`config.mk`:
```
export PLATFORM = sky130hd
export DESIGN_NAME = serial_adder_ctrl
export DESIGN_NICKNAME = d
export VERILOG_FILES = /design/src/rtl/serial_adder_pkg.sv /design/src/rtl/fac.sv /design/src/rtl/serial_adder_ctrl.sv
export SDC_FILE = /design/constraint.sdc
export NUM_CORES = 1
export LEC_CHECK = 0
export ABC_AREA = 0
export CAP_MARGIN = 30
export CORE_ASPECT_RATIO = 1.5
export CORE_MARGIN = 1.5
export CORE_UTILIZATION = 35
export CTS_CLUSTER_SIZE = 40
export DETAILED_ROUTE_END_ITERATION = 16
export GPL_ROUTABILITY_DRIVEN = 0
export PLACE_DENSITY = 0.65
export SETUP_SLACK_MARGIN = 0.3
export SYNTH_ARGS = -nofsm -noshare
export SYNTH_HDL_FRONTEND = slang
export SYNTH_SLANG_ARGS = --single-unit
```
`constraint.sdc`:
```
create_clock -name clk_i -period 1.3 [get_ports clk_i]
set_input_delay 0.39 -clock clk_i [delete_from_list [all_inputs] [get_ports clk_i]]
set_output_delay 0.39 -clock clk_i [all_outputs]
set_load 0.02 [all_outputs]
```
`src/rtl/serial_adder_pkg.sv`:
```
// Shared types for the bit-serial adder controller: FSM encoding and
// the bit-counter width helper.
package serial_adder_pkg;

    typedef enum logic [1:0] {
        ST_IDLE = 2'd0,
        ST_RUN  = 2'd1,
        ST_DONE = 2'd2
    } state_e;

    // Guarded so a degenerate width still yields a 1-bit counter.
    function automatic int cnt_width(input int w);
        return (w > 2) ? $clog2(w) : 1;
    endfunction

endpackage

```
`src/rtl/fac.sv`:
```
// Single-bit full adder cell shared by the serial adder; purely combinational.
module fac (
    input  logic x,
    input  logic y,
    input  logic ci,
    output logic z,
    output logic co
);

    assign z  = x ^ y ^ ci;
    assign co = (x & y) | (x & ci) | (y & ci);

endmodule

```
`src/rtl/serial_adder_ctrl.sv`:
```
// Bit-serial W-bit adder: one fac cell time-shared over W cycles, LSB first,
// with a start/ready/done handshake and a result held between completions.
module serial_adder_ctrl
    import serial_adder_pkg::*;
#(
    parameter int W = 8
) (
    input  logic         clk_i,
    input  logic         rst_n_i,
    input  logic         start_i,
    input  logic [W-1:0] a_i,
    input  logic [W-1:0] b_i,
    input  logic         cin_i,
    output logic         ready_o,
    output logic         busy_o,
    output logic         done_o,
    output logic [W-1:0] sum_o,
    output logic         cout_o
);

    localparam int CW = cnt_width(W);
    localparam logic [CW-1:0] LAST_BIT = CW'(W - 1);

    // state   | meaning
    // ST_IDLE | waiting for start, ready
    // ST_RUN  | one bit per edge through fac, busy
    // ST_DONE | result just written, done pulse, ready (back-to-back start ok)
    state_e        state_q;
    logic [W-1:0]  a_sh_q;
    logic [W-1:0]  b_sh_q;
    logic [W-1:0]  acc_q;
    logic [W-1:0]  sum_q;
    logic          carry_q;
    logic          cout_q;
    logic [CW-1:0] cnt_q;
    logic          ready_q;
    logic          busy_q;
    logic          done_q;

    logic          fac_z;
    logic          fac_co;

    fac u_fac (
        .x  (a_sh_q[0]),
        .y  (b_sh_q[0]),
        .ci (carry_q),
        .z  (fac_z),
        .co (fac_co)
    );

    always_ff @(posedge clk_i or negedge rst_n_i) begin
        if (!rst_n_i) begin
            state_q <= ST_IDLE;
            a_sh_q  <= '0;
            b_sh_q  <= '0;
            acc_q   <= '0;
            sum_q   <= '0;
            carry_q <= 1'b0;
            cout_q  <= 1'b0;
            cnt_q   <= '0;
            ready_q <= 1'b1;
            busy_q  <= 1'b0;
            done_q  <= 1'b0;
        end else begin
            case (state_q)
                ST_IDLE, ST_DONE: begin
                    if (start_i) begin
                        a_sh_q  <= a_i;
                        b_sh_q  <= b_i;
                        carry_q <= cin_i;
                        cnt_q   <= '0;
                        acc_q   <= '0;
                        state_q <= ST_RUN;
                        ready_q <= 1'b0;
                        busy_q  <= 1'b1;
                        done_q  <= 1'b0;
                    end else begin
                        state_q <= ST_IDLE;
                        ready_q <= 1'b1;
                        busy_q  <= 1'b0;
                        done_q  <= 1'b0;
                    end
                end
                ST_RUN: begin
                    a_sh_q  <= a_sh_q >> 1;
                    b_sh_q  <= b_sh_q >> 1;
                    acc_q   <= {fac_z, acc_q[W-1:1]};
                    carry_q <= fac_co;
                    cnt_q   <= cnt_q + 1'b1;
                    // Final bit goes straight into the result, not via acc.
                    if (cnt_q == LAST_BIT) begin
                        sum_q   <= {fac_z, acc_q[W-1:1]};
                        cout_q  <= fac_co;
                        state_q <= ST_DONE;
                        ready_q <= 1'b1;
                        busy_q  <= 1'b0;
                        done_q  <= 1'b1;
                    end
                end
                default: begin
                    state_q <= ST_IDLE;
                    ready_q <= 1'b1;
                    busy_q  <= 1'b0;
                    done_q  <= 1'b0;
                end
            endcase
        end
    end

    assign ready_o = ready_q;
    assign busy_o  = busy_q;
    assign done_o  = done_q;
    assign sum_o   = sum_q;
    assign cout_o  = cout_q;

endmodule

```
==> impl_summary.txt, run 1 <==
----------------------------------------------------
[Die]
  Placeable core area ... 5530 um^2
  Chip Width ... about 65 um
  Height of the die ... 96.2 um
  Site row count ... 33
  Starting density of the core ... 0.366
  Full die area ... ~6300 um^2
  Number of I/O pins ... 32

[Logic synthesis]
  Cells after synthesis ... 159
  Share of flip-flops with an asynchronous set or reset ... 1.00
  Syn nets ... 182
  Number of enable-type register cells in the synthesized netlist ... 0
  Post-synthesis register bit count ... 40
  Most common flop cell mapped by yosys ... sky130_fd_sc_hd__dfrtp_1
  Xor and xnor area share after synthesis ... 0
  Area fraction in compound gates after synthesis ... 0.149
  Synth cell types ... 28
  Synthesized-area fraction occupied by adder cells ... 0.0222
  Total of warnings raised by yosys ... 0
  Portion of netlist area occupied by mux cells ... 0.202
  Basic-gate share of the synthesized area counting and, or, nand and nor cells ... 0.0765
  Sequential fraction of the synthesis area ... 0.494
  Main combinational cell family by area after synthesis ... multiplexers
  Cell area after synthesis ... 2030 um^2
  Post-Syn Area per Cell ... roughly 13 um^2

[Global routing]
  Largest net degree at the start of global routing ... just over 40
  Wire length of the first global-routing pass ... roughly 7000 um
  Via count of the first global-routing pass ... 1469
  Final global-route overflow total ... 0
  Antenna violations before repair ... 0
  Total routing resource utilization after global routing ... 0.142

[Clock tree]
  Max Buffers Root-to-Sink ... 2
  Clock Tree Root ... sky130_fd_sc_hd__clkbuf_8
  Clock Pin Slew Worst Setup and Hold Paths ... around 80 ps
  Number of CTS-inserted buffers ... 5
  Number of sinks driven by the clock tree ... 40
  Number of levels in the clock H-tree ... 2
  Clock tree from TritonCTS ... built
  Skew-Pair Late Insertion Delay ... 290 ps

[Critical path]
  Required time reported for the critical path endpoint ... roughly 1500 ps
  First element of the critical path ... carry_q
  Startpoint Class ... flip-flop
  CP Class ... reg -> reg
  Critical Path AT ... 1620 ps
  Type of destination of the critical path ... flip-flop
  Reg-to-reg startpoint ... carry_q
  Maximum fanout count along the critical path ... 2
  Slack of the worst reg-to-reg path ... -130 ps

[Timing]
  Upper clock frequency limit ... roughly 700 MHz
  Final setup violation count ... 12
  Slew @ Worst Pin ... between 200 and 250 ps
  Worst slew slack as a fraction of its limit ... 0.846
  Unrepaired setup endpoints after global routing ... yes
  Total Negative Setup Slacks ... -455 ps
  Number of hold violations in the final report ... 0
  Min setup slack post-route ... -135 ps
  Final Slew Violations ... 0
  Final critical delay including setup and external delays ... 1430 ps
  Post-route fraction of the period consumed by the critical path ... 1.10
  Clock skew ... 4.10 ps

[Power]
  Power per unit of standard cell area ... roughly 2300 nW/um^2
  Leak pwr ... 0.00126 uW
  Max IR drop VDD ... 940 uV

[Drt]
  Post-route DRC ... 0
  Initial drt markers ... 72
  Detail Route Antenna Nets ... 0
  Drt total wl ... between 3000 and 4000 um
  First-pass detailed-route iteration total ... 4
  Vias per inst ... 4.95
  Via total after detailed routing ... about 1400
  Final routed wire length divided by cell count ... 13.4 um

[Finish]
  Antenna cells ... 0
  Filler cell count ... 509
  Register area ... 1000 um^2
  Cell Count, Final, Fillers Out ... 291
  Fraction of final layout cells with drive strength greater than 1 ... 0.380
  Cell area after layout ... 2840 um^2
  Multi-input gate area ... 983 um^2
  Final nets ... 243
  Layout overhead on the synthesized area ... 40.0%

[Run status]
  Violated checks ... setup timing
  Outcome ... finished, violations left

[Place]
  Count of buffers from port buffering ... 31
  Final HPWL DP ... 2370 um
  Placement-stage worst setup slack ... -304 ps
  Post-Place Cells ... 270
  Area post-placement ... 2570 um^2

[Run]
  Max-cap check violation count ... 0

[Worst hold path]
  Hold crit path type ... in -> async

----------------------------------------------------
## cells by family (layout without fill, tap and decap cells)
family                     after synthesis  in the layout
muxes                                   35             35
adders and majority gates                3              3
and+or+nand+nor                         22             23
AOI/OAI and AO/OA                       45             45
buffers and inverters                   14             75
DFF                                     40             40
## final cells by class
class,instances,area share
tap,70,0.0309
sequential,40,0.354
inverter,2,0.00265
multi-input combinational,106,0.347
timing repair buffer,65,0.233
clock inverter,2,0.00353
clock buffer,6,0.0291
## layout by cell type (no fill, tap or decap), drive strengths merged, types with 3 or more instances in the layout
cell type,count
nand3,3
a211oi,15
nor2b,15
clkbuf,6
mux2i,17
mux2,18
buf,47
dfrtp,39
clkdlybuf4s50,17
a21oi,15
a22o,9
o21ai,4
## report_power, final
| part | total (uW) | switching, uW | internal (uW) |
|---|---|---|---|
| clock network | 853 | 430 | 424 |
| logic | 3250 | 1220 | 2030 |
| registers | 2330 | 484 | 1850 |
## state kept, by name, indices dropped and copies added, names as in the netlist
register and flops:
ready_o 1, acc_q 7, cnt_q 3, cout_o 1, b_sh_q 8, state_q 1
done_o 1, busy_o 1, a_sh_q 8, carry_q 1, sum_o 8
## worst paths after layout
kind                            depth (start not counted)       end
worst max-delay path                                    3  acc_q[7]
worst min-delay path                                    2    busy_o
worst max register to register                          3  acc_q[7]
worst min register to register                          1  sum_o[6]
max in group asynchronous                               2   ready_o
min in group clk_i                                      1  sum_o[6]
## stage by stage
step           total power [uW]   util  hold slack, ps
2_1_floorplan              4110      -            94.4
3_3_place_gp               5170  0.464             382
3_5_place_dp               5240  0.464             379
4_1_cts                    6450  0.507            58.2
5_1_grt                    6960  0.513            72.5
6_report                   6440  0.513            48.3
## timing repair
item | in CTS | in global routing
pin swaps | 3 | 0
setup buffers | 7 | 4
setup endpoints to repair | 52 | 52
gates resized for setup | 85 | 0
hold buffers | 0 | 0
cloned | 2 | 0
## Yosys cell counts, types with 2 or more instances
cell type / count / area [um^2]
sky130_fd_sc_hd__dfrtp_1: 39 / 976
sky130_fd_sc_hd__mux2i_1: 17 / 170
sky130_fd_sc_hd__a211oi_1: 15 / 113
sky130_fd_sc_hd__a21oi_1: 15 / 75.1
sky130_fd_sc_hd__nor2b_1: 15 / 93.8
sky130_fd_sc_hd__mux2_4: 10 / 150
sky130_fd_sc_hd__a22o_1: 9 / 78.8
sky130_fd_sc_hd__mux2_1: 6 / 67.6
sky130_fd_sc_hd__buf_2: 4 / 20.0
sky130_fd_sc_hd__o21ai_1: 4 / 20.0
sky130_fd_sc_hd__buf_4: 3 / 22.5
sky130_fd_sc_hd__nand3_1: 3 / 15.0
sky130_fd_sc_hd__buf_6: 2 / 22.5
sky130_fd_sc_hd__ha_1: 2 / 25.0
sky130_fd_sc_hd__mux2_2: 2 / 22.5
## metal layers
metal | global-route usage | wire (um) | vias up
li1 | - | - | 705
met1 | 0.176 | 1720 | 708
met2 | 0.241 | 2020 | 22
met3 | 0.0363 | 117 | 4
met4 | 0.0503 | 40 | 0
met5 | 0 | 0 | -
## critical path, stage by stage, from the launching register on
cell and delay (ps):
sky130_fd_sc_hd__dfrtp_1 410, sky130_fd_sc_hd__fa_2 470, sky130_fd_sc_hd__mux2_4 270, sky130_fd_sc_hd__a22o_1 180
Note: power is estimated with default switching activity, not from simulation.
==> run 2, diff against run 1 <==
--- a/config.mk
+++ b/config.mk
@@ -9,11 +9,11 @@
 export CAP_MARGIN = 30
 export CORE_ASPECT_RATIO = 1.5
 export CORE_MARGIN = 1.5
-export CORE_UTILIZATION = 35
+export CORE_UTILIZATION = 40
 export CTS_CLUSTER_SIZE = 40
 export DETAILED_ROUTE_END_ITERATION = 16
 export GPL_ROUTABILITY_DRIVEN = 0
-export PLACE_DENSITY = 0.65
+export PLACE_DENSITY = 0.72
 export SETUP_SLACK_MARGIN = 0.3
 export SYNTH_ARGS = -nofsm -noshare
 export SYNTH_HDL_FRONTEND = slang
==> run 2 against run 1 <==
  * Worst hold slack improved by 10 ps
  * Global-route usage rose by 3.5 points
  * The run still ends with setup timing left
  * Final cell count rose by 6.9%
  * Highest routed layer unchanged
  * Final area rose by 11%
==> impl_summary.txt, run 2 (synthesis results as in run 1) <==
----------------------------------------------------
[Run status]
  Outcome ... finished, violations left
  Violated checks ... setup timing

[Critical path]
  FF-to-FF End ... acc_q[7]
  Reg2reg path depth ... 3
  Startpoint Class ... flip-flop
  Required time reported for the critical path endpoint ... between 1000 and 1500 ps
  Slack of the worst reg-to-reg path ... -160 ps
  Critical Path AT ... 1650 ps
  Crit-path cells ... fa_2, mux2_4, a22o_1
  Maximum fanout count along the critical path ... 2
  Critical Path Slowest Stage Cell ... sky130_fd_sc_hd__fa_2
  Max stage delay on crit path ... 490 ps
  Type of destination of the critical path ... flip-flop
  CP Class ... reg -> reg
  Reg-to-reg startpoint ... carry_q

[Power]
  Total power ... 7290 uW
  Max IR drop VDD ... about 980 uV
  Leak pwr ... 0.00141 uW
  Power per unit of standard cell area ... 2320 nW/um^2

[Finish]
  Commonest non-fill, non-tap cells in the layout ... sky130_fd_sc_hd__dfrtp_1, sky130_fd_sc_hd__buf_4, sky130_fd_sc_hd__buf_6
  Fin util ... 0.649
  Fraction of final layout cells with drive strength greater than 1 ... 0.482
  Most common library cell in the layout ignoring fill and taps ... sky130_fd_sc_hd__dfrtp_1
  Antenna cells ... 0
  Layout overhead on the synthesized area ... 55.1%
  Final nets ... 267

[Die]
  Placeable core area ... 4850 um^2
  Chip Width ... 61.1 um
  Starting density of the core ... 0.418
  Full die area ... 5510 um^2
  Number of I/O pins ... 32
  Site row count ... 31
  Height of the die ... about 90 um

[Global routing]
  Via count of the first global-routing pass ... roughly 1600
  Largest net degree at the start of global routing ... 41
  Final global-route overflow total ... 0
  Antenna violations before repair ... 0
  Wire length of the first global-routing pass ... 7320 um
  Total routing resource utilization after global routing ... 0.177

[Run]
  Max-cap check violation count ... 0

[Timing]
  Number of hold violations in the final report ... 0
  Unrepaired setup endpoints after global routing ... yes
  Worst slew slack as a fraction of its limit ... 0.851
  Final setup violation count ... 20
  Final Slew Violations ... 0
  Clock skew ... 3.15 ps
  Upper clock frequency limit ... 686 MHz
  Slew @ Worst Pin ... 223 ps
  Post-route fraction of the period consumed by the critical path ... 1.12
  WHS ... 58.4 ps
  Min setup slack post-route ... -157 ps
  Final critical delay including setup and external delays ... ~1500 ps

[Drt]
  Detail Route Antenna Nets ... 0
  Vias per inst ... 5.00
  Post-route DRC ... 0
  First-pass detailed-route iteration total ... 4
  Final routed wire length divided by cell count ... 14.7 um
  Via total after detailed routing ... around 1600
  Initial drt markers ... 22
  Drt total wl ... between 4000 and 5000 um

[Worst hold path]
  Hold crit path type ... in -> async

[Clock tree]
  Number of CTS-inserted buffers ... 5
  Skew-Pair Late Insertion Delay ... 290 ps
  Number of sinks driven by the clock tree ... 40
  Clock Pin Slew Worst Setup and Hold Paths ... approximately 80 ps
  Clock Tree Root ... sky130_fd_sc_hd__clkbuf_8
  Hold-fix buffers, CTS ... 0
  Number of levels in the clock H-tree ... 2
  Clock tree from TritonCTS ... built
  Max Buffers Root-to-Sink ... 2

[Place]
  Count of buffers from port buffering ... 31
  Final HPWL DP ... 2440 um

----------------------------------------------------
run 2: cell count changes in the layout (fill, tap and decap cells not counted), moves of 2 or more:
cell	before	now
sky130_fd_sc_hd__o21ai_1	4	2
sky130_fd_sc_hd__buf_4	25	34
sky130_fd_sc_hd__buf_8	0	2
sky130_fd_sc_hd__clkinv_2	2	0
sky130_fd_sc_hd__o21ai_2	0	2
sky130_fd_sc_hd__mux2_4	12	15
sky130_fd_sc_hd__buf_2	1	4
sky130_fd_sc_hd__buf_6	16	25
sky130_fd_sc_hd__mux2_1	5	1
run 2: worst max path at each step:
stage                      to  slack, ps  depth (start not counted)  startpoint
finish               acc_q[7]       -160                          3     carry_q
global route         acc_q[7]       -180                          3     carry_q
CTS                  acc_q[7]       -150                          3   a_sh_q[0]
detailed placement  b_sh_q[1]       -330                          5     start_i
global placement    b_sh_q[5]       -300                          5     start_i
floorplan            acc_q[7]       -110                          3   a_sh_q[0]
run 2: worst max-delay path: cells and delay by family (launching register included):
| kind | cells | cell delay, ps |
|---|---|---|
| flip-flops | 1 | 410 |
| AO/OA/AOI/OAI | 1 | 170 |
| multiplexers | 1 | 280 |
| adder cells (fa/ha/maj) | 1 | 490 |
run 2: final cells by class:
cell class,count,area [um^2]
Multi-Input combinational cell,106,1020
Tap cell,66,82.6
Clock buffer,7,96.3
Clock inverter,1,30.0
Inverter,2,7.51
Sequential cell,40,1000
Timing Repair Buffer,89,901
Fill cell,384,1700
run 2: report_power, final:
group	internal, uW	leakage, uW	total [uW]	switching (uW)
registers	1850	0.000488	2310	463
logic	2410	0.000862	3860	1450
clock network	677	0.0000645	1120	442
run 2: per-stage QoR:
| stage | std cells | setup TNS (ps) | worst slack (ps) | area (um^2) |
|---|---|---|---|---|
| after floorplan | 159 | -729 | -106 | 2070 |
| after global placement | 270 | -7910 | -297 | 2570 |
| after detailed placement | 270 | -8840 | -325 | 2570 |
| after CTS | 296 | -606 | -152 | 2980 |
| after global routing | 311 | -1630 | -181 | 3140 |
| final | 311 | -748 | -157 | 3140 |
run 2: repair_timing:
item / in CTS / in global routing
gates cloned: 5 / 0
resized for setup: 102 / 13
buffers inserted: 13 / 15
pin swaps: 9 / 14
setup endpoints to repair: 52 / 52
run 2: layer usage:
metal	up-vias	wire length, um	track usage
met5	-	0	0
met4	0	65	0.0543
met3	5	113	0.0388
met2	28	2460	0.294
met1	770	1920	0.222
li1	753	-	-
==> run 3, diff against run 2 <==
--- a/config.mk
+++ b/config.mk
@@ -13,7 +13,6 @@
 export CTS_CLUSTER_SIZE = 40
 export DETAILED_ROUTE_END_ITERATION = 16
 export GPL_ROUTABILITY_DRIVEN = 0
-export PLACE_DENSITY = 0.72
 export SETUP_SLACK_MARGIN = 0.3
 export SYNTH_ARGS = -nofsm -noshare
 export SYNTH_HDL_FRONTEND = slang
==> run 3 against run 2 <==
  * The run still ends with setup timing left
  * Combinational power is 15% lower
  * Final area is 7.7% lower
  * First-iteration DRC count is 27% higher
  * Worst setup slack better by 18 ps
  * Worst hold slack better by 430 ps
  * Critical path type unchanged
  * Highest routed layer unchanged
==> impl_summary.txt, run 3 (synthesis results as in run 1) <==
----------------------------------------------------
[Run status]
  Outcome ... finished, violations left
  Violated checks ... setup timing

[Timing]
  Worst slew slack as a fraction of its limit ... 0.835
  Final setup violation count ... 13
  Post-route fraction of the period consumed by the critical path ... 1.11
  Total Negative Setup Slacks ... -659 ps
  Slew @ Worst Pin ... 246 ps
  Final Slew Violations ... 0
  Unrepaired setup endpoints after global routing ... yes
  WHS ... 492 ps
  Clock skew ... between 8 and 9 ps
  Upper clock frequency limit ... around 700 MHz
  Min setup slack post-route ... -139 ps
  Final critical delay including setup and external delays ... 1440 ps
  Number of hold violations in the final report ... 0

[Finish]
  Most common library cell in the layout ignoring fill and taps ... sky130_fd_sc_hd__dfrtp_1
  Commonest non-fill, non-tap cells in the layout ... sky130_fd_sc_hd__dfrtp_1, sky130_fd_sc_hd__buf_4, sky130_fd_sc_hd__buf_6
  Layout overhead on the synthesized area ... 43.2%
  Final nets ... 240
  Register area ... 1000 um^2
  Antenna cells ... 0
  Multi-input gate area ... 1030 um^2
  Filler cell count ... 424
  Fraction of final layout cells with drive strength greater than 1 ... 0.399

[Die]
  Full die area ... approximately 5500 um^2
  Number of I/O pins ... 32
  Starting density of the core ... 0.418
  Placeable core area ... 4850 um^2
  Chip Width ... 61.1 um
  Site row count ... 31
  Height of the die ... 90.2 um

[Critical path]
  Crit-path cells ... fa_2, mux2_4, a22o_1
  Maximum fanout count along the critical path ... 2
  Max stage delay on crit path ... 470 ps
  Critical Path AT ... between 1500 and 2000 ps
  Startpoint Class ... flip-flop
  Critical Path Slowest Stage Cell ... sky130_fd_sc_hd__fa_2
  Required time reported for the critical path endpoint ... ~1500 ps
  CP Class ... reg -> reg
  Type of destination of the critical path ... flip-flop

[Global routing]
  Via count of the first global-routing pass ... 1472
  Antenna violations before repair ... 0
  Final global-route overflow total ... 0
  Largest net degree at the start of global routing ... 34
  Wire length of the first global-routing pass ... around 7300 um
  Total routing resource utilization after global routing ... 0.175

[Drt]
  Post-route DRC ... 0
  Initial drt markers ... 28
  Final routed wire length divided by cell count ... about 15 um
  Detail Route Antenna Nets ... 0
  Sum of met3 wire segment lengths after detailed routing ... 130 um
  Drt total wl ... between 4000 and 5000 um
  Met1 routed wirelength after detailed routing ... 1780 um
  Metal2 WL ... 2270 um
  First-pass detailed-route iteration total ... 4
  Via total after detailed routing ... 1449
  Top routing layer used ... met4
  Vias per inst ... 5.10

[Clock tree]
  Clock Pin Slew Worst Setup and Hold Paths ... ~80 ps
  Max Buffers Root-to-Sink ... 2
  Clock Tree Root ... sky130_fd_sc_hd__clkbuf_8
  Number of CTS-inserted buffers ... 5
  Number of levels in the clock H-tree ... 2
  Number of sinks driven by the clock tree ... 40
  Skew-Pair Late Insertion Delay ... 300 ps
  Clock tree from TritonCTS ... built

[Run]
  Max-cap check violation count ... 0

[Power]
  Total power ... 6650 uW
  Max IR drop VDD ... 948 uV
  Leak pwr ... 0.00127 uW
  Power per unit of standard cell area ... 2290 nW/um^2

[Place]
  Count of buffers from port buffering ... 31
  Final HPWL DP ... 2600 um

[Worst hold path]
  Hold crit path type ... in -> async

----------------------------------------------------
[run 3: cell count changes in the layout (fill, tap and decap cells not counted), sizes merged]
cell,previous run,this run
buf,70,41
clkinvlp,0,1
clkinv,0,1
clkbuf,7,6
dlygate4sd3,0,1
[run 3: per-stage QoR]
| stage | worst slack (ps) | instance area (um^2) | util | instances |
|---|---|---|---|---|
| after CTS | -149 | 2880 | 0.594 | 281 |
| final | -139 | 2900 | 0.599 | 284 |
| after global placement | -262 | 2530 | 0.522 | 265 |
| after global routing | -162 | 2900 | 0.599 | 284 |
| after detailed placement | -342 | 2530 | 0.522 | 265 |
| after floorplan | -106 | 2070 | - | 159 |
[run 3: area by class of cell]
type,instances,area share
Timing Repair Buffer,62,0.229
Sequential cell,40,0.346
Tap cell,66,0.0284
Multi-Input combinational cell,106,0.356
Clock buffer,5,0.0237
Inverter,2,0.00259
Clock inverter,3,0.0147
[run 3: worst paths after layout]
kind,startpoint,endpoint,slack [ps],cells past startpoint
setup reg to reg,carry_q,acc_q[7],-140,3
setup / recovery,carry_q,acc_q[7],-140,3
max in group asynchronous,rst_n_i,done_o,410,3
hold reg to reg,cout_o,cout_o,550,1
min in group clk_i,cout_o,cout_o,550,1
hold / removal,rst_n_i,cnt_q[0],490,2
[run 3: routing by layer]
metal	vias to the layer above	track usage
met5	-	0
met4	0	0.0489
met3	6	0.0432
met2	24	0.286
met1	722	0.222
li1	697	-
[run 3: timing repair]
| item | 4_1_cts | 5_1_grt |
|---|---|---|
| setup endpoints to repair | 52 | 83 |
| pin swaps | 4 | 5 |
| setup buffers | 4 | 3 |
| gates cloned | 3 | 0 |
| resized for setup | 100 | 1 |
| hold buffers | 1 | 0 |
| endpoints found under the hold margin | 8 | 0 |
[run 3: report_power, final]
part,internal (uW),switching [uW]
logic,1990,1290
registers,1850,508
clock network,568,449
total,4400,2240
[run 3: critical path, delay by kind of cell (launching register included)]
kind                       cells  cell delay, ps
adders and majority gates      1             470
DFF                            1             410
muxes                          1             270
AOI/OAI and AO/OA              1             170
